$ cat src/rtl/alu_op_sequencer_if.sv
// Command, ALU and response signals shared by alu_op_sequencer and its surroundings.
// The master modport is the sequencer side; the slave modport is the command source, ALU and consumer.
interface alu_op_sequencer_if #(
    parameter int WIDTH = 4
);
    logic             cmd_valid;
    logic             cmd_ready;
    logic [WIDTH-1:0] cmd_a;
    logic [WIDTH-1:0] cmd_b;
    logic [1:0]       cmd_sel;
    logic [WIDTH-1:0] alu_a;
    logic [WIDTH-1:0] alu_b;
    logic [1:0]       alu_sel;
    logic [WIDTH-1:0] alu_g;
    logic             rsp_valid;
    logic             rsp_ready;
    logic [WIDTH-1:0] rsp_data;
    logic             rsp_err;
    logic [7:0]       txn_cnt;

    modport master (
        input  cmd_valid, cmd_a, cmd_b, cmd_sel, alu_g, rsp_ready,
        output cmd_ready, alu_a, alu_b, alu_sel, rsp_valid, rsp_data, rsp_err, txn_cnt
    );

    modport slave (
        output cmd_valid, cmd_a, cmd_b, cmd_sel, alu_g, rsp_ready,
        input  cmd_ready, alu_a, alu_b, alu_sel, rsp_valid, rsp_data, rsp_err, txn_cnt
    );
endinterface

$ cat src/rtl/alu_op_sequencer.sv
// Issues one operation at a time to a registered ALU, waits out its latency and returns the result.
// Optional macro ALU_SELF_CHECK_EN adds a golden model that flags mismatching ALU results on rsp_err.
module alu_op_sequencer #(
    parameter int WIDTH   = 4,
    parameter int ALU_LAT = 1
) (
    input  logic              clk,
    input  logic              reset,
    alu_op_sequencer_if.master bus
);

    typedef enum logic [1:0] {
        IDLE,
        WAIT,
        DONE
    } state_e;

    state_e           state_q, state_d;
    logic [2:0]       cnt_q, cnt_d;
    logic [WIDTH-1:0] aluA_q, aluA_d;
    logic [WIDTH-1:0] aluB_q, aluB_d;
    logic [1:0]       aluSel_q, aluSel_d;
    logic [WIDTH-1:0] rspData_q, rspData_d;
    logic             rspValid_q, rspValid_d;
    logic             rspErr_q, rspErr_d;
    logic [7:0]       txnCnt_q, txnCnt_d;
    logic             mismatch;

`ifdef ALU_SELF_CHECK_EN
    logic [WIDTH-1:0] expected;

    always_comb begin
        expected = '0;
        case (aluSel_q)
            2'b00:   expected = aluA_q + aluB_q;
            2'b01:   expected = aluA_q - aluB_q;
            2'b10:   expected = aluA_q & aluB_q;
            default: expected = aluA_q | aluB_q;
        endcase
    end

    assign mismatch = (expected != bus.alu_g);
`else
    assign mismatch = 1'b0;
`endif

    always_ff @(posedge clk or negedge reset) begin
        if (!reset) begin
            state_q    <= IDLE;
            cnt_q      <= '0;
            aluA_q     <= '0;
            aluB_q     <= '0;
            aluSel_q   <= '0;
            rspData_q  <= '0;
            rspValid_q <= 1'b0;
            rspErr_q   <= 1'b0;
            txnCnt_q   <= '0;
        end else begin
            state_q    <= state_d;
            cnt_q      <= cnt_d;
            aluA_q     <= aluA_d;
            aluB_q     <= aluB_d;
            aluSel_q   <= aluSel_d;
            rspData_q  <= rspData_d;
            rspValid_q <= rspValid_d;
            rspErr_q   <= rspErr_d;
            txnCnt_q   <= txnCnt_d;
        end
    end

    // The counter reaches zero on the edge where alu_g first reflects the latched operands.
    always_comb begin
        state_d    = state_q;
        cnt_d      = cnt_q;
        aluA_d     = aluA_q;
        aluB_d     = aluB_q;
        aluSel_d   = aluSel_q;
        rspData_d  = rspData_q;
        rspValid_d = rspValid_q;
        rspErr_d   = rspErr_q;
        txnCnt_d   = txnCnt_q;
        case (state_q)
            IDLE: begin
                if (bus.cmd_valid) begin
                    state_d  = WAIT;
                    aluA_d   = bus.cmd_a;
                    aluB_d   = bus.cmd_b;
                    aluSel_d = bus.cmd_sel;
                    cnt_d    = 3'(ALU_LAT);
                end
            end
            WAIT: begin
                if (cnt_q == 3'd0) begin
                    state_d    = DONE;
                    rspData_d  = bus.alu_g;
                    rspValid_d = 1'b1;
                    rspErr_d   = mismatch;
                end else begin
                    cnt_d = cnt_q - 3'd1;
                end
            end
            DONE: begin
                if (bus.rsp_ready) begin
                    state_d    = IDLE;
                    rspValid_d = 1'b0;
                    rspErr_d   = 1'b0;
                    txnCnt_d   = txnCnt_q + 8'd1;
                end
            end
            default: state_d = IDLE;
        endcase
    end

    assign bus.cmd_ready = (state_q == IDLE);
    assign bus.alu_a     = aluA_q;
    assign bus.alu_b     = aluB_q;
    assign bus.alu_sel   = aluSel_q;
    assign bus.rsp_valid = rspValid_q;
    assign bus.rsp_data  = rspData_q;
    assign bus.rsp_err   = rspErr_q;
    assign bus.txn_cnt   = txnCnt_q;

endmodule

$ cat src/flat_wrapper.sv
// flat-port wrapper written by rule: the top's interface ports become plain ports
module alu_op_sequencer_flat 
#(
    parameter int WIDTH   = 4,
    parameter int ALU_LAT = 1
)
  (clk, reset, bus_cmd_valid, bus_cmd_a, bus_cmd_b, bus_cmd_sel, bus_alu_g, bus_rsp_ready, bus_cmd_ready, bus_alu_a, bus_alu_b, bus_alu_sel, bus_rsp_valid, bus_rsp_data, bus_rsp_err, bus_txn_cnt);
  alu_op_sequencer_if #(.WIDTH(WIDTH)) bus_i ();
  input  logic clk;
  input  logic reset;
  input wire logic [$bits(bus_i.cmd_valid)-1:0] bus_cmd_valid;
  input wire logic [$bits(bus_i.cmd_a)-1:0] bus_cmd_a;
  input wire logic [$bits(bus_i.cmd_b)-1:0] bus_cmd_b;
  input wire logic [$bits(bus_i.cmd_sel)-1:0] bus_cmd_sel;
  input wire logic [$bits(bus_i.alu_g)-1:0] bus_alu_g;
  input wire logic [$bits(bus_i.rsp_ready)-1:0] bus_rsp_ready;
  output wire logic [$bits(bus_i.cmd_ready)-1:0] bus_cmd_ready;
  output wire logic [$bits(bus_i.alu_a)-1:0] bus_alu_a;
  output wire logic [$bits(bus_i.alu_b)-1:0] bus_alu_b;
  output wire logic [$bits(bus_i.alu_sel)-1:0] bus_alu_sel;
  output wire logic [$bits(bus_i.rsp_valid)-1:0] bus_rsp_valid;
  output wire logic [$bits(bus_i.rsp_data)-1:0] bus_rsp_data;
  output wire logic [$bits(bus_i.rsp_err)-1:0] bus_rsp_err;
  output wire logic [$bits(bus_i.txn_cnt)-1:0] bus_txn_cnt;
  assign bus_i.cmd_valid = bus_cmd_valid;
  assign bus_i.cmd_a = bus_cmd_a;
  assign bus_i.cmd_b = bus_cmd_b;
  assign bus_i.cmd_sel = bus_cmd_sel;
  assign bus_i.alu_g = bus_alu_g;
  assign bus_i.rsp_ready = bus_rsp_ready;
  assign bus_cmd_ready = bus_i.cmd_ready;
  assign bus_alu_a = bus_i.alu_a;
  assign bus_alu_b = bus_i.alu_b;
  assign bus_alu_sel = bus_i.alu_sel;
  assign bus_rsp_valid = bus_i.rsp_valid;
  assign bus_rsp_data = bus_i.rsp_data;
  assign bus_rsp_err = bus_i.rsp_err;
  assign bus_txn_cnt = bus_i.txn_cnt;
  alu_op_sequencer #(.WIDTH(WIDTH), .ALU_LAT(ALU_LAT)) u_core (.clk(clk), .reset(reset), .bus(bus_i));
endmodule
$ cat config.mk
export PLATFORM = sky130hd
export DESIGN_NAME = alu_op_sequencer_flat
export DESIGN_NICKNAME = d
export VERILOG_FILES = /design/src/rtl/alu_op_sequencer_if.sv /design/src/rtl/alu_op_sequencer.sv /design/src/flat_wrapper.sv
export SDC_FILE = /design/constraint.sdc
export NUM_CORES = 1
export LEC_CHECK = 0
export CORE_MARGIN = 4
export CORE_UTILIZATION = 40
export CTS_CLUSTER_SIZE = 30
export DETAILED_ROUTE_END_ITERATION = 10
export PLACE_DENSITY = 0.79
export SLEW_MARGIN = 20
export SYNTH_ARGS = -nofsm -noshare
export SYNTH_HDL_FRONTEND = slang
export SYNTH_SLANG_ARGS = --single-unit
$ cat constraint.sdc
create_clock -name clk -period 3.9 [get_ports clk]
set_input_delay 0.78 -clock clk [delete_from_list [all_inputs] [get_ports clk]]
set_output_delay 0.78 -clock clk [all_outputs]
set_load 0.01 [all_outputs]
==> results of run 1 <==
## per-stage QoR
stage	hold WS, ns	utilization, %	setup WS (ns)
after floorplan	0.458	-	2.38
after CTS	0.498	57.2	1.54
final	0.495	57.2	1.55
after global placement	0.471	56.0	1.90
after global routing	0.504	57.2	1.48
after detailed placement	0.469	56.0	1.85
## worst paths after layout
path | from | end | cells past startpoint
min | u_core.bus.txn_cnt[7]$_DFFE_PN0P_ | u_core.bus.txn_cnt[7]$_DFFE_PN0P_ | 1
min reg2reg | u_core.bus.txn_cnt[7]$_DFFE_PN0P_ | u_core.bus.txn_cnt[7]$_DFFE_PN0P_ | 1
max reg2reg | u_core.cnt_q[0]$_DFFE_PN0P_ | u_core.cnt_q[1]$_DFFE_PN0P_ | 6
max in group asynchronous | reset | u_core.cnt_q[1]$_DFFE_PN0P_ | 2
min in group asynchronous | reset | u_core.bus.alu_a[3]$_DFFE_PN0P_ | 2
max | u_core.state_q[1]$_DFFE_PN0P_ | bus_cmd_ready | 2
## power by group
group	internal (mW)	switching, mW
combinational	0.390	0.216
clock	0.0573	0.0872
sequential	0.406	0.100
total	0.853	0.404
## placed cells by master, fill, tap and decap left out, types with 2 or more instances in the layout
cell type | Yosys | routed
xnor2_1 | 3 | 3
clkbuf_4 | 0 | 3
xor2_1 | 4 | 4
inv_1 | 5 | 5
nand2b_1 | 3 | 3
nor3_1 | 2 | 2
nor2_1 | 5 | 5
nand2_1 | 4 | 4
mux2_4 | 10 | 10
dfrtp_1 | 28 | 28
clkdlybuf4s50_1 | 0 | 41
mux2_2 | 6 | 6
mux2_1 | 2 | 2
ha_1 | 3 | 3
## critical path, delay by kind of cell, from the launching register on
family / cells / cell delay, ns
buf+inv: 1 / 0.54
flops: 1 / 0.54
simple gates: 1 / 0.16
## cell type report
| type | count | area (um^2) |
|---|---|---|
| fill | 261 | 1320 |
| sequential | 28 | 701 |
| multi-input combinational | 56 | 531 |
| timing repair buffer | 42 | 418 |
| tap | 44 | 55.1 |
| clock buffer | 4 | 36.3 |
| inverter | 5 | 18.8 |
## cell families after synthesis
group                    Yosys count
AO/OA/AOI/OAI                      4
multiplexers                      18
adder cells (fa/ha/maj)            3
buffers and inverters              9
XOR/XNOR                           7
AND/OR/NAND/NOR                   23
other                              1
flip-flops                        28
## sequential cells by signal, indices dropped and copies added (netlist names)
register,flops
u_core.bus.alu_sel,2
u_core.bus.alu_b,4
u_core.bus.alu_a,4
u_core.bus.rsp_valid,1
u_core.state_q,2
u_core.bus.rsp_data,4
u_core.cnt_q,3
u_core.bus.txn_cnt,8
## metal layers
layer / track usage, % / vias to the layer above
met4: 4.75 / 0
li1: - / 394
met1: 15.4 / 406
met2: 19.8 / 34
met5: 0 / -
met3: 3.81 / 5
==> impl_metrics.json, run 1 <==
{
  "status": "finished clean",
  "numCtsBuffers": 3,
  "hpwlAfterDp_mm": 1.80,
  "grt_pass1_vias": 841,
  "antenna_found_initial": 0,
  "hold_buffers": 0,
  "met1_length_mm": 1.09,
  "clk_pin_slew_ns": 0.15,
  "r2r_setup_slack_ns": 2.23,
  "cts_tree": "built",
  "yosysSeqAreaShare_pct": 54.3,
  "grt_max_degree": 29,
  "areaGrowthSynthToFinish_pct": 36.2,
  "min_period_ns": 2.35,
  "num_vias": 839,
  "synth_edf_count": 0,
  "initial_utilization_pct": 42.0,
  "stdcell_area_mm2": 0.00176,
  "synth_cell_type_count": 28,
  "viasPerCell": 4.69,
  "placed_cells": 175,
  "syn_area_mm2": 0.00129,
  "cp.arrival_ns": 1.57,
  "final_hold_viol_count": 0,
  "synthArstFlopShare_pct": 100,
  "synthXorXnorAreaFrac_pct": 4.75,
  "max_clock_freq_mhz": 425,
  "yosysTopAreaCell": "dfrtp_1",
  "wire_per_inst_um": 13.5,
  "die_h_um": 64.8,
  "rows": 20,
  "synthCells": 93,
  "io_pins": 43,
  "insertion_delay_ns": 0.34,
  "finClkSkew_ns": 0.00735,
  "globalplace.congestion": 0.756,
  "clock-sinks": 28,
  "grtUsageTotal_pct": 12.3,
  "grt_overflow": 0,
  "criticalPathCategory": "reg2out",
  "ir_worst_vdd_uv": 207,
  "syn-num-nets": 114,
  "synthFlopType": "dfrtp_1",
  "synth_fa_ha_area_share_pct": 2.91,
  "wl_met3_um": 196,
  "root_buffer": "clkbuf_4",
  "layout-drive-gt1-share_pct": 19.3,
  "portBuffers": 41,
  "syn_area_per_cell_um2": 13.9,
  "grt_pass1_wl_mm": 3.97,
  "leakage_nw": 0.792,
  "crit_slowest_cell": "dfrtp_1",
  "synth_compound_area_share_pct": 2.23,
  "hold_class": "reg2reg",
  "synth_seq_cells": 28,
  "clock_path_buffers": 2,
  "wl_mm": 2.41,
  "top_layer_used": "met4",
  "die_area_mm2": 0.00420,
  "power-per-cell-area_mw_per_mm2": 714,
  "dieWidth_um": 64.8,
  "synthMuxAreaShare_pct": 18.6,
  "n_antenna_cell": 0,
  "drtAntennaViolNets": 0,
  "drv_cap": 0,
  "wl_met2_mm": 1.09,
  "yosys_warnings": 0,
  "firstDrtPassIters": 4,
  "layout.nets": 157,
  "htreeDepth": 1,
  "post-cts-setup-buffers": 0,
  "synth.most_common_cell": "dfrtp_1",
  "core_mm2": 0.00308,
  "crit_path_max_incr_delay_ns": 0.54,
  "report.final.slew_viol_count": 0,
  "yosys-top-cells-area": "dfrtp_1, mux2_4, mux2_2",
  "fin_cells": 179,
  "min_period_over_period_pct": 60.4,
  "start_kind": "flop",
  "synth_top_family_by_area": "multiplexers",
  "placed_area_mm2": 0.00172,
  "synth_top_area_share_pct": 54.3,
  "cts_resized": 0,
  "rsz0062_at_grt": "no",
  "critPathMaxFanout": 9,
  "cp.required_ns": 3.12,
  "path_cells": "nor2_4, clkdlybuf4s50_1",
  "drt-initial-drc-count": 21,
  "crit_path_end_kind": "output port",
  "netlist_top_cells_count": "dfrtp_1, mux2_4, mux2_2",
  "power_mw": 1.26,
  "drc_errors": 0,
  "setup_viol": 0,
  "setup_tns_ns": 0,
  "synthSimpleGateAreaFrac_pct": 12.3
}
(Power assumes the default switching activity.)
==> run 2: changes to the inputs <==
clock period = 2.2 ns   (was 3.9 ns; I/O delays follow)
==> run 2 against run 1 <==
Clock skew down 0.0064 ns. Die area unchanged. Utilization decreased by 0.45 points. Critical endpoint unchanged. Highest routed layer unchanged.
==> impl_metrics.json, run 2 (same netlist as run 1, synthesis figures left out) <==
{
  "crit_path_end_kind": "output port",
  "crit_path_max_incr_delay_ns": 0.55,
  "final_cell_mix": "clkdlybuf4s50_1, dfrtp_1, mux2_4, mux2_2",
  "grt_max_degree": 29,
  "ir_worst_vdd_uv": 515,
  "layout.nets": 157,
  "htreeDepth": 1,
  "clk_pin_slew_ns": 0.14,
  "wl_mm": 2.45,
  "layout-drive-gt1-share_pct": 18.7,
  "setup_tns_ns": 0,
  "setup_viol": 0,
  "wire_per_inst_um": 13.7,
  "grt_overflow": 0,
  "placed_area_mm2": 0.00172,
  "rows": 20,
  "globalplace.congestion": 0.776,
  "grt_pass1_vias": 875,
  "multi_input_area_um2": 531,
  "firstDrtPassIters": 2,
  "criticalPathCategory": "reg2out",
  "clock_path_buffers": 2,
  "power-per-cell-area_mw_per_mm2": 1250,
  "cts_tree": "built",
  "cp_top_family": "buffers and inverters",
  "die_h_um": 64.8,
  "numCtsBuffers": 3,
  "drv_cap": 0,
  "drt-initial-drc-count": 30,
  "critPathMaxFanout": 9,
  "hold_class": "in2async",
  "power_mw": 2.18,
  "viasPerCell": 4.63,
  "die_area_mm2": 0.00420,
  "finClkSkew_ns": 0.000961,
  "start_kind": "flop",
  "crit_slowest_cell": "clkdlybuf4s50_1",
  "min_period_over_period_pct": 91.3,
  "largest_reg_flops": 8,
  "antenna_found_initial": 0,
  "io_pins": 43,
  "status": "finished clean",
  "grtUsageTotal_pct": 12.8,
  "leakage_nw": 0.784,
  "hold_buffers": 0,
  "stdcell_area_mm2": 0.00175,
  "min_period_ns": 2.01,
  "grt_pass1_wl_mm": 4.20,
  "layout_commonest_cell": "clkdlybuf4s50_1",
  "rsz0062_at_grt": "no",
  "crit_buf_inv": 1,
  "core_mm2": 0.00308,
  "n_antenna_cell": 0,
  "insertion_delay_ns": 0.31,
  "dieWidth_um": 64.8,
  "num_vias": 824,
  "initial_utilization_pct": 42.0,
  "areaGrowthSynthToFinish_pct": 35.2,
  "path_cells": "nor2_4, clkdlybuf4s50_1",
  "report.final.slew_viol_count": 0,
  "cp.arrival_ns": 1.57,
  "post-cts-setup-buffers": 0,
  "drc_errors": 0,
  "hpwlAfterDp_mm": 1.89,
  "regArea_um2": 701,
  "final_hold_viol_count": 0,
  "root_buffer": "clkbuf_4",
  "clock-sinks": 28,
  "final_core_util_pct": 56.7,
  "cp.required_ns": 1.76,
  "fill_cells": 260,
  "cts_resized": 0,
  "drtAntennaViolNets": 0,
  "portBuffers": 41,
  "max_clock_freq_mhz": 498
}
-- run 2: cell types whose count changed in the layout (fill, tap and decap cells not counted) --
cell	change
clkbuf_8	-1
-- run 2: cell type report --
cell class	instances	area share (%)
flip-flops and latches	28	40.1
clock buffers	3	1.29
repair buffers	42	23.9
inverters	5	1.08
well taps	44	3.15
multi-input cells	56	30.4
-- run 2: metrics by stage --
step | setup WS (ns) | cells | hold slack (ns)
5_1_grt | 0.120 | 178 | 0.502
3_3_place_gp | 0.519 | 175 | 0.469
4_1_cts | 0.174 | 178 | 0.489
6_report | 0.191 | 178 | 0.481
2_1_floorplan | 0.680 | 93 | 0.144
3_5_place_dp | 0.468 | 175 | 0.470
-- run 2: path summary, 6_finish.rpt --
path                       cells after the start                               from                                  to  slack, ns
min                                            2                              reset  u_core.bus.rsp_data[1]$_DFFE_PN0P_       0.48
max                                            2      u_core.state_q[1]$_DFFE_PN0P_                       bus_cmd_ready       0.19
max reg2reg                                    6        u_core.cnt_q[0]$_DFFE_PN0P_         u_core.cnt_q[1]$_DFFE_PN0P_       0.54
min reg2reg                                    1  u_core.bus.txn_cnt[7]$_DFFE_PN0P_   u_core.bus.txn_cnt[7]$_DFFE_PN0P_       0.50
min in group clk                               1  u_core.bus.txn_cnt[7]$_DFFE_PN0P_   u_core.bus.txn_cnt[7]$_DFFE_PN0P_       0.50
max in group asynchronous                      2                              reset     u_core.bus.alu_a[2]$_DFFE_PN0P_       1.46
-- run 2: where the power goes --
part           switching [mW]  internal (mW)
clock network           0.136         0.0640
logic                   0.394          0.691
registers               0.177          0.719
-- run 2: per-layer routing --
metal / share of wire (%) / track usage, %
met1: 43 / 16.0
met3: 11 / 4.33
met2: 46 / 20.8
met5: 0 / 0
met4: 0.41 / 3.96
-- run 2: worst reg2reg max path: cells and delay by family (launching register included) --
family | cells | cell delay [ns]
mux | 1 | 0.34
simple gates | 1 | 0.17
fa+ha+maj | 2 | 0.41
buf+inv | 1 | 0.06
flops | 1 | 0.38
compound gates | 1 | 0.20
==> run 3: changes to the inputs <==
ABC_AREA = 1   (was default)
CORE_UTILIZATION = 44   (was 40)
CTS_CLUSTER_SIZE = default   (was 30)
PLACE_DENSITY = 0.87   (was 0.79)
==> run 3 against run 2 <==
Die area is 13% lower. Via count is 24% higher. Clock skew is 0.0045 ns higher. Cell area is 2.6% lower. Final cell count is 20% higher. Setup slack better by 0.017 ns. Routed wire length is 3.1% higher. Sequential power is 5.9% lower. Combinational power is 12% lower. Critical path depth stayed put. First-iteration DRC count stayed put.
==> impl_metrics.json, run 3 <==
{
  "synth_cell_type_count": 16,
  "numCtsBuffers": 3,
  "die_h_um": 60.5,
  "start_kind": "flop",
  "finClkSkew_ns": 0.00545,
  "synthArstFlopShare_pct": 100,
  "die_area_mm2": 0.00367,
  "synthCells": 140,
  "crit_path_end_kind": "output port",
  "insertion_delay_ns": 0.32,
  "max_clock_freq_mhz": 502,
  "clk_pin_slew_ns": 0.15,
  "pwr-share-clk_pct": 12.0,
  "wl_mm": 2.52,
  "leakage_nw": 0.855,
  "path_cells": "nor2_1, clkdlybuf4s50_1",
  "final_cell_mix": "nand2_1, clkdlybuf4s50_1, dfrtp_1, nand3_1, inv_1",
  "dieWidth_um": 60.5,
  "wire_per_inst_um": 11.8,
  "n_antenna_cell": 0,
  "cts_tree": "built",
  "p_switching_mw": 0.748,
  "grt_pass1_wl_mm": 4.41,
  "drc_errors": 0,
  "yosysSeqAreaShare_pct": 57.7,
  "fill_cells": 219,
  "pwr-share-comb_pct": 46.6,
  "syn_area_per_cell_um2": 8.68,
  "layout_commonest_cell": "nand2_1",
  "num_vias": 1023,
  "initial_utilization_pct": 47.7,
  "seqPwrFrac_pct": 41.4,
  "synth_edf_count": 0,
  "yosys_warnings": 0,
  "cts_resized": 0,
  "crit_buf_inv": 1,
  "globalplace.congestion": 0.814,
  "netlist_top_cells_count": "nand2_1, dfrtp_1, nand3_1",
  "largest_reg_flops": 8,
  "clock_path_buffers": 2,
  "hold_buffers": 0,
  "placed_cells": 210,
  "crit_slowest_cell": "clkdlybuf4s50_1",
  "cp.arrival_ns": 1.55,
  "status": "finished clean",
  "min_period_over_period_pct": 90.5,
  "criticalPathCategory": "reg2out",
  "grt_overflow": 0,
  "cp_top_family": "buffers and inverters",
  "layout-drive-gt1-share_pct": 5.43,
  "crit_path_max_incr_delay_ns": 0.57,
  "syn-num-nets": 161,
  "rows": 18,
  "synth.most_common_cell": "nand2_1",
  "synth_seq_cells": 28,
  "syn_area_mm2": 0.00121,
  "antenna_found_initial": 0,
  "hold_class": "in2async",
  "synth_top_area_share_pct": 57.7,
  "firstDrtPassIters": 4,
  "htreeDepth": 1,
  "rsz0062_at_grt": "no",
  "post-cts-setup-buffers": 0,
  "drv_cap": 0,
  "power_mw": 2.04,
  "report.final.slew_viol_count": 0,
  "grt_pass1_vias": 994,
  "root_buffer": "clkbuf_4",
  "viasPerCell": 4.78,
  "clock-sinks": 28,
  "grt_max_degree": 29,
  "yosysTopAreaCell": "dfrtp_1",
  "power-per-cell-area_mw_per_mm2": 1200,
  "fin_cells": 214,
  "min_period_ns": 1.99,
  "grtUsageTotal_pct": 15.9,
  "portBuffers": 41,
  "drt-initial-drc-count": 30,
  "final_hold_viol_count": 0,
  "hpwlAfterDp_mm": 1.99,
  "areaGrowthSynthToFinish_pct": 40.0,
  "core_mm2": 0.00254,
  "io_pins": 43,
  "synthFlopType": "dfrtp_1",
  "setup_viol": 0,
  "ir_worst_vdd_uv": 839,
  "setup_tns_ns": 0,
  "sw_frac_of_total_pct": 36.7,
  "critPathMaxFanout": 6,
  "layout.nets": 206,
  "cp.required_ns": 1.76,
  "drtAntennaViolNets": 0,
  "power.internal_mw": 1.29,
  "yosys-top-cells-area": "dfrtp_1, nand2_1, nand3_1"
}
run 3: power by group through the flow:
stage	Combinational [mW]	Sequential, mW	Clock, mW
floorplan	0.405	0.911	0
global placement	0.930	0.842	0
detailed placement	0.960	0.854	0
CTS	0.967	0.844	0.251
global route	1.07	0.874	0.272
finish	0.949	0.843	0.245
run 3: final cells by class:
cell class | instances | area [um^2] | share of cell area, %
Sequential cell | 28 | 701 | 41.2
Tap cell | 30 | 37.5 | 2.21
Clock buffer | 4 | 36.3 | 2.13
Timing Repair Buffer | 44 | 433 | 25.5
Inverter | 14 | 52.6 | 3.09
Multi-Input combinational cell | 94 | 440 | 25.9
run 3: routing by layer:
layer | track usage [%] | up-vias | wire, um
li1 | - | 523 | -
met1 | 18.5 | 464 | 1070
met2 | 27.6 | 34 | 1210
met3 | 5.11 | 2 | 218
met4 | 5.57 | 0 | 16
met5 | 0 | - | 0
run 3: kinds of logic (layout without fill, tap and decap cells):
family | after synthesis | after routing | synth area share [%]
AO/OA/AOI/OAI | 3 | 3 | 1.24
flip-flops | 28 | 28 | 57.7
AND/OR/NAND/NOR | 83 | 83 | 28.7
adder cells (fa/ha/maj) | 3 | 3 | 3.09
buffers and inverters | 18 | 62 | 6.08
XOR/XNOR | 4 | 4 | 2.88
other | 1 | 1 | 0.309
run 3: final timing paths:
path	slack [ns]	depth (start not counted)	from	to
max in group asynchronous	1.47	2	reset	u_core.bus.alu_a[0]$_DFFE_PN0P_
worst max-delay path	0.21	2	u_core.state_q[1]$_DFFE_PN0P_	bus_cmd_ready
worst min-delay path	0.47	2	reset	u_core.bus.rsp_data[1]$_DFFE_PN0P_
worst max register to register	0.65	6	u_core.state_q[1]$_DFFE_PN0P_	u_core.cnt_q[2]$_DFFE_PN0P_
min in group clk	0.49	2	u_core.bus.alu_a[3]$_DFFE_PN0P_	u_core.bus.alu_a[3]$_DFFE_PN0P_
worst min register to register	0.49	2	u_core.bus.alu_a[3]$_DFFE_PN0P_	u_core.bus.alu_a[3]$_DFFE_PN0P_
run 3: per-stage QoR:
step	util (%)	instance area, um^2	hold slack, ns	setup WS [ns]
6_report	66.8	1700	0.469	0.209
5_1_grt	66.8	1700	0.483	0.0758
3_5_place_dp	65.4	1660	0.458	0.548
2_1_floorplan	-	1210	0.144	0.963
4_1_cts	66.8	1700	0.475	0.191
3_3_place_gp	65.4	1660	0.453	0.581
==> RTL change 1, RTL diff (config.mk and constraints of run 1) <==
Add a define of `ALU_SELF_CHECK_EN`.
--- a/src/rtl/alu_op_sequencer.sv
+++ b/src/rtl/alu_op_sequencer.sv
@@ -2,2 +2,4 @@
 // Optional macro ALU_SELF_CHECK_EN adds a golden model that flags mismatching ALU results on rsp_err.
+`define ALU_SELF_CHECK_EN
+
 module alu_op_sequencer #(
Behaviour: not the same (Yosys sat finds a counterexample within 4 cycles, from zero or initial values and one cycle with reset low).
==> RTL change 1 against run 1 <==
Total power up 57%; wire length up 36%; fmax down 6.0%; sequential cell count up 1; largest power group unchanged; critical path depth up 8; worst setup slack worse by 0.15 ns; non-clock buffer count up 1; synthesized area up 23%; synthesized cell count up 62%; cell area up 24%.
==> RTL change 1: results (changes against run 1) <==
[run_status]
run_status = completed  ; unchanged

[drt]
wl_per_cell_um = 13.4  ; was 13.5 µm
viasPerCell = 5.00  ; was 4.69
first_iter_violations = 48  ; was 21
drt_wl_total_mm = 3.28  ; was 2.41 mm
wl_met2_mm = 1.38  ; was 1.09 mm
m1WireLength_mm = 1.63  ; was 1.09 mm

[layout]
multi_input_cells = 108  ; was 56
nets = 224  ; was 157
clk_share = 0.0613  ; was 0.0206
buffers = 43  ; was 42
sh_seq_area = 0.332  ; was 0.398
clkbuf_count = 5  ; was 4
drive_gt1_frac = 0.112  ; was 0.193

[yosys]
synth.net_count = 179  ; was 114
synthTopCellsByCount = dfrtp_1 (29), nand2_1 (18), mux2_2 (10)  ; was dfrtp_1 (28), mux2_4 (10), mux2_2 (6)
ys_seq_area_frac = 0.457  ; was 0.543
yosys-top-cells-area = dfrtp_1 (46%), ha_1 (7.1%), mux2_2 (7.1%)  ; was dfrtp_1 (54%), mux2_4 (12%), mux2_2 (5.2%)
ys_types = 38  ; was 28
syn_inst = 151  ; was 93

[worst_setup_path]
critPathMaxStageDelay_ns = 0.50  ; was 0.54 ns
cpLargestDelayFamily = compound AO/OA/AOI/OAI gates  ; was flip-flops
r2r_start = u_core.bus.alu_sel[1]  ; was u_core.cnt_q[0]
path_max_fanout = 10  ; was 9
r2r_cells = 10  ; was 6
crit_arrival_ns = 2.67  ; was 1.57 ns

[global_route]
grt_max_degree = 30  ; was 29
grt_util_met1 = 0.190  ; was 0.154
grt_use_met2 = 0.203  ; was 0.198
grt_pass1_vias = 1186  ; was 841
grt_pass1_wl_mm = 5.51  ; was 3.97 mm

[sta]
skew_ns = 0.00550  ; was 0.00735 ns
hold_slack_ns = 0.480  ; was 0.495 ns
min_period_over_period = 0.642  ; was 0.604

[clocking]
h-tree-depth = 2  ; was 1
clkLatencyLatePin_ns = 0.28  ; was 0.34 ns
cts-root-buf = clkbuf_8  ; was clkbuf_4

[placement]
dp_cells = 237  ; was 175
io_buffer_count = 42  ; was 41
dp_hpwl_mm = 2.39  ; was 1.80 mm
dpl_cell_area_um2 = 2050  ; was 1720 µm²
gp_congestion = 0.777  ; was 0.756

[pwr]
max-vdd-ir-drop_uv = 412  ; was 207 µV

[die]
initial_core_util = 0.424  ; was 0.420

-- RTL change 1: power by group --
group          internal [mW]  switching, mW
registers              0.422          0.141
clock network          0.254          0.117
logic                  0.565          0.469
total                   1.24          0.727
-- RTL change 1: worst max path at each step --
stage,startpoint,endpoint,cells after the start
after floorplan,u_core.bus.alu_sel[1],u_core.bus.rsp_err,11
after global placement,u_core.bus.alu_b[0],u_core.bus.rsp_err,11
after detailed placement,u_core.bus.alu_sel[1],u_core.bus.rsp_err,10
after CTS,u_core.bus.alu_sel[1],u_core.bus.rsp_err,10
after global routing,u_core.bus.alu_sel[1],u_core.bus.rsp_err,10
final,u_core.bus.alu_sel[1],u_core.bus.rsp_err,10
-- RTL change 1: kinds of logic (layout without fill, tap and decap cells) --
kind of cell	Yosys count	after routing	synth area share
and+or+nand+nor	44	44	0.139
DFF	29	29	0.457
AOI/OAI and AO/OA	26	26	0.109
xor gates and xnor gates	14	14	0.0772
buffers and inverters	14	60	0.0386
adders and majority gates	12	12	0.0961
muxes	12	12	0.0835
==> RTL change 2, RTL diff (config.mk and constraints of run 1) <==
Without the edit above. Make the reset (`reset`) synchronous in one clocked block.
--- a/src/rtl/alu_op_sequencer.sv
+++ b/src/rtl/alu_op_sequencer.sv
@@ -46,3 +46,3 @@
 
-    always_ff @(posedge clk or negedge reset) begin
+    always_ff @(posedge clk) begin
         if (!reset) begin
Function: differs if reset is asserted again (counterexample within 4 cycles, from zero or initial values and one cycle with reset low); with reset held inactive, the same outputs for 10 cycles.
==> RTL change 2 against run 1 <==
Register-to-register slack got worse by 0.09 ns; sequential share of layout area shrank 5.4 points; critical path depth unchanged; count of clock-buffer cells in the layout did not move; worst setup slack improved by 0.043 ns; wire length increased by 5.8%; largest cell class is now multi-input combinational cells; sequential cell count unchanged; critical path type unchanged; first-iteration DRC count rose by 4.8%; clock skew fell by 0.00088 ns; cell area shrank 7.4%; synthesized area shrank 9.1%.
Power is not compared: it rests on default switching activity, and its combinational part moved more than twofold at a synthesized area within 25%.
==> RTL change 2: results (changes against run 1) <==
[global_route]
track_usage = 0.133  ; was 0.123
grt_pass1_vias = 1054  ; was 841
grt_antenna_before_repair = 0  ; unchanged
grt_max_degree = 29  ; unchanged
grt_pass1_wl_mm = 4.37  ; was 3.97 mm

[hold_path]
hold_end = u_core.bus.rsp_valid  ; was u_core.bus.txn_cnt[7]
min_delay_path_depth = 2  ; was 1
hold_start = u_core.bus.rsp_valid  ; was u_core.bus.txn_cnt[7]

[worst_setup_path]
r2r_cells = 3  ; was 6
crit_start = u_core.state_q[1]  ; unchanged
r2r-end = u_core.bus.alu_b[2]  ; was u_core.cnt_q[1]
cp_slowest_cell = dfxtp_1  ; was dfrtp_1
path_max_fanout = 11  ; was 9
reg2reg_slack_ns = 2.14  ; was 2.23 ns
cpLargestDelayFamily = flip-flops  ; unchanged
critPathMaxStageDelay_ns = 0.62  ; was 0.54 ns
crit_arrival_ns = 1.53  ; was 1.57 ns

[placement]
gp_congestion = 0.724  ; was 0.756
dp_cells = 190  ; was 175
dpl_cell_area_um2 = 1590  ; was 1720 µm²
post-place-ws_ns = 1.37  ; was 1.85 ns
io_buffer_count = 41  ; unchanged
dp_hpwl_mm = 1.95  ; was 1.80 mm

[yosys]
synthTopCellsByCount = dfxtp_1 (28), nor2_1 (18), mux2i_1 (16)  ; was dfrtp_1 (28), mux2_4 (10), mux2_2 (6)
synth_compound_area_frac = 0.0949  ; was 0.0223
ys_types = 30  ; was 28
ys_seq_area_frac = 0.478  ; was 0.543
yosys-top-cells-area = dfxtp_1 (48%), mux2i_1 (14%), nor2_1 (5.8%)  ; was dfrtp_1 (54%), mux2_4 (12%), mux2_2 (5.2%)
yosys.area_share.adder = 0.0320  ; was 0.0291
synth.net_count = 145  ; was 114
synth-xor-area-share = 0.00746  ; was 0.0475
async_flop_share = 0  ; was 1.00
synthMuxAreaShare = 0.136  ; was 0.186
synth_area_per_cell_um2 = 9.46  ; was 13.9 µm²

[layout]
drive_gt1_frac = 0.0613  ; was 0.193
final_cells = 194  ; was 179
largest_reg_flops = 8  ; unchanged
nets = 185  ; was 157

[clocking]
clkLatencyLatePin_ns = 0.32  ; was 0.34 ns
cts_buffers = 3  ; unchanged

[run_status]
run_status = completed  ; unchanged

[sta]
skew_ns = 0.00647  ; was 0.00735 ns
hold_slack_ns = 0.464  ; was 0.495 ns
min_period_over_period = 0.593  ; was 0.604

[drt]
via_count = 999  ; was 839
first_iter_violations = 22  ; was 21
drt_wl_total_mm = 2.55  ; was 2.41 mm

[die]
core_um2 = 2780  ; was 3080 µm²

RTL change 2: changes by cell type in the layout (fill, tap and decap cells not counted), moves of 6 or more:
cell            run 1  this run
a21oi_1             0        10
dfrtp_1            28         0
dfxtp_1             0        28
mux2_2              6         0
mux2_4             10         0
mux2i_1             0        16
nor2_1              5        18
RTL change 2: report_power, final:
part           switching [mW]  internal, mW  total, mW
clock                  0.0809        0.0571      0.138
combinational          0.0494        0.0666      0.116
sequential             0.0143         0.303      0.317
total                   0.145         0.427      0.571
RTL change 2: routing by layer:
metal	global-route usage	vias up	part of all wire
met5	0	-	0
met4	0.0407	0	0.0094
met3	0.0577	4	0.097
met2	0.232	38	0.46
met1	0.143	452	0.43
li1	-	505	-
RTL change 2: cell type report:
type                    count  area (µm²)
flip-flops and latches     28         561
repair buffers             41         410
fillers                   245        1150
multi-input cells          85         564
well taps                  31        38.8
inverters                   5        18.8
clock buffers               4        36.3
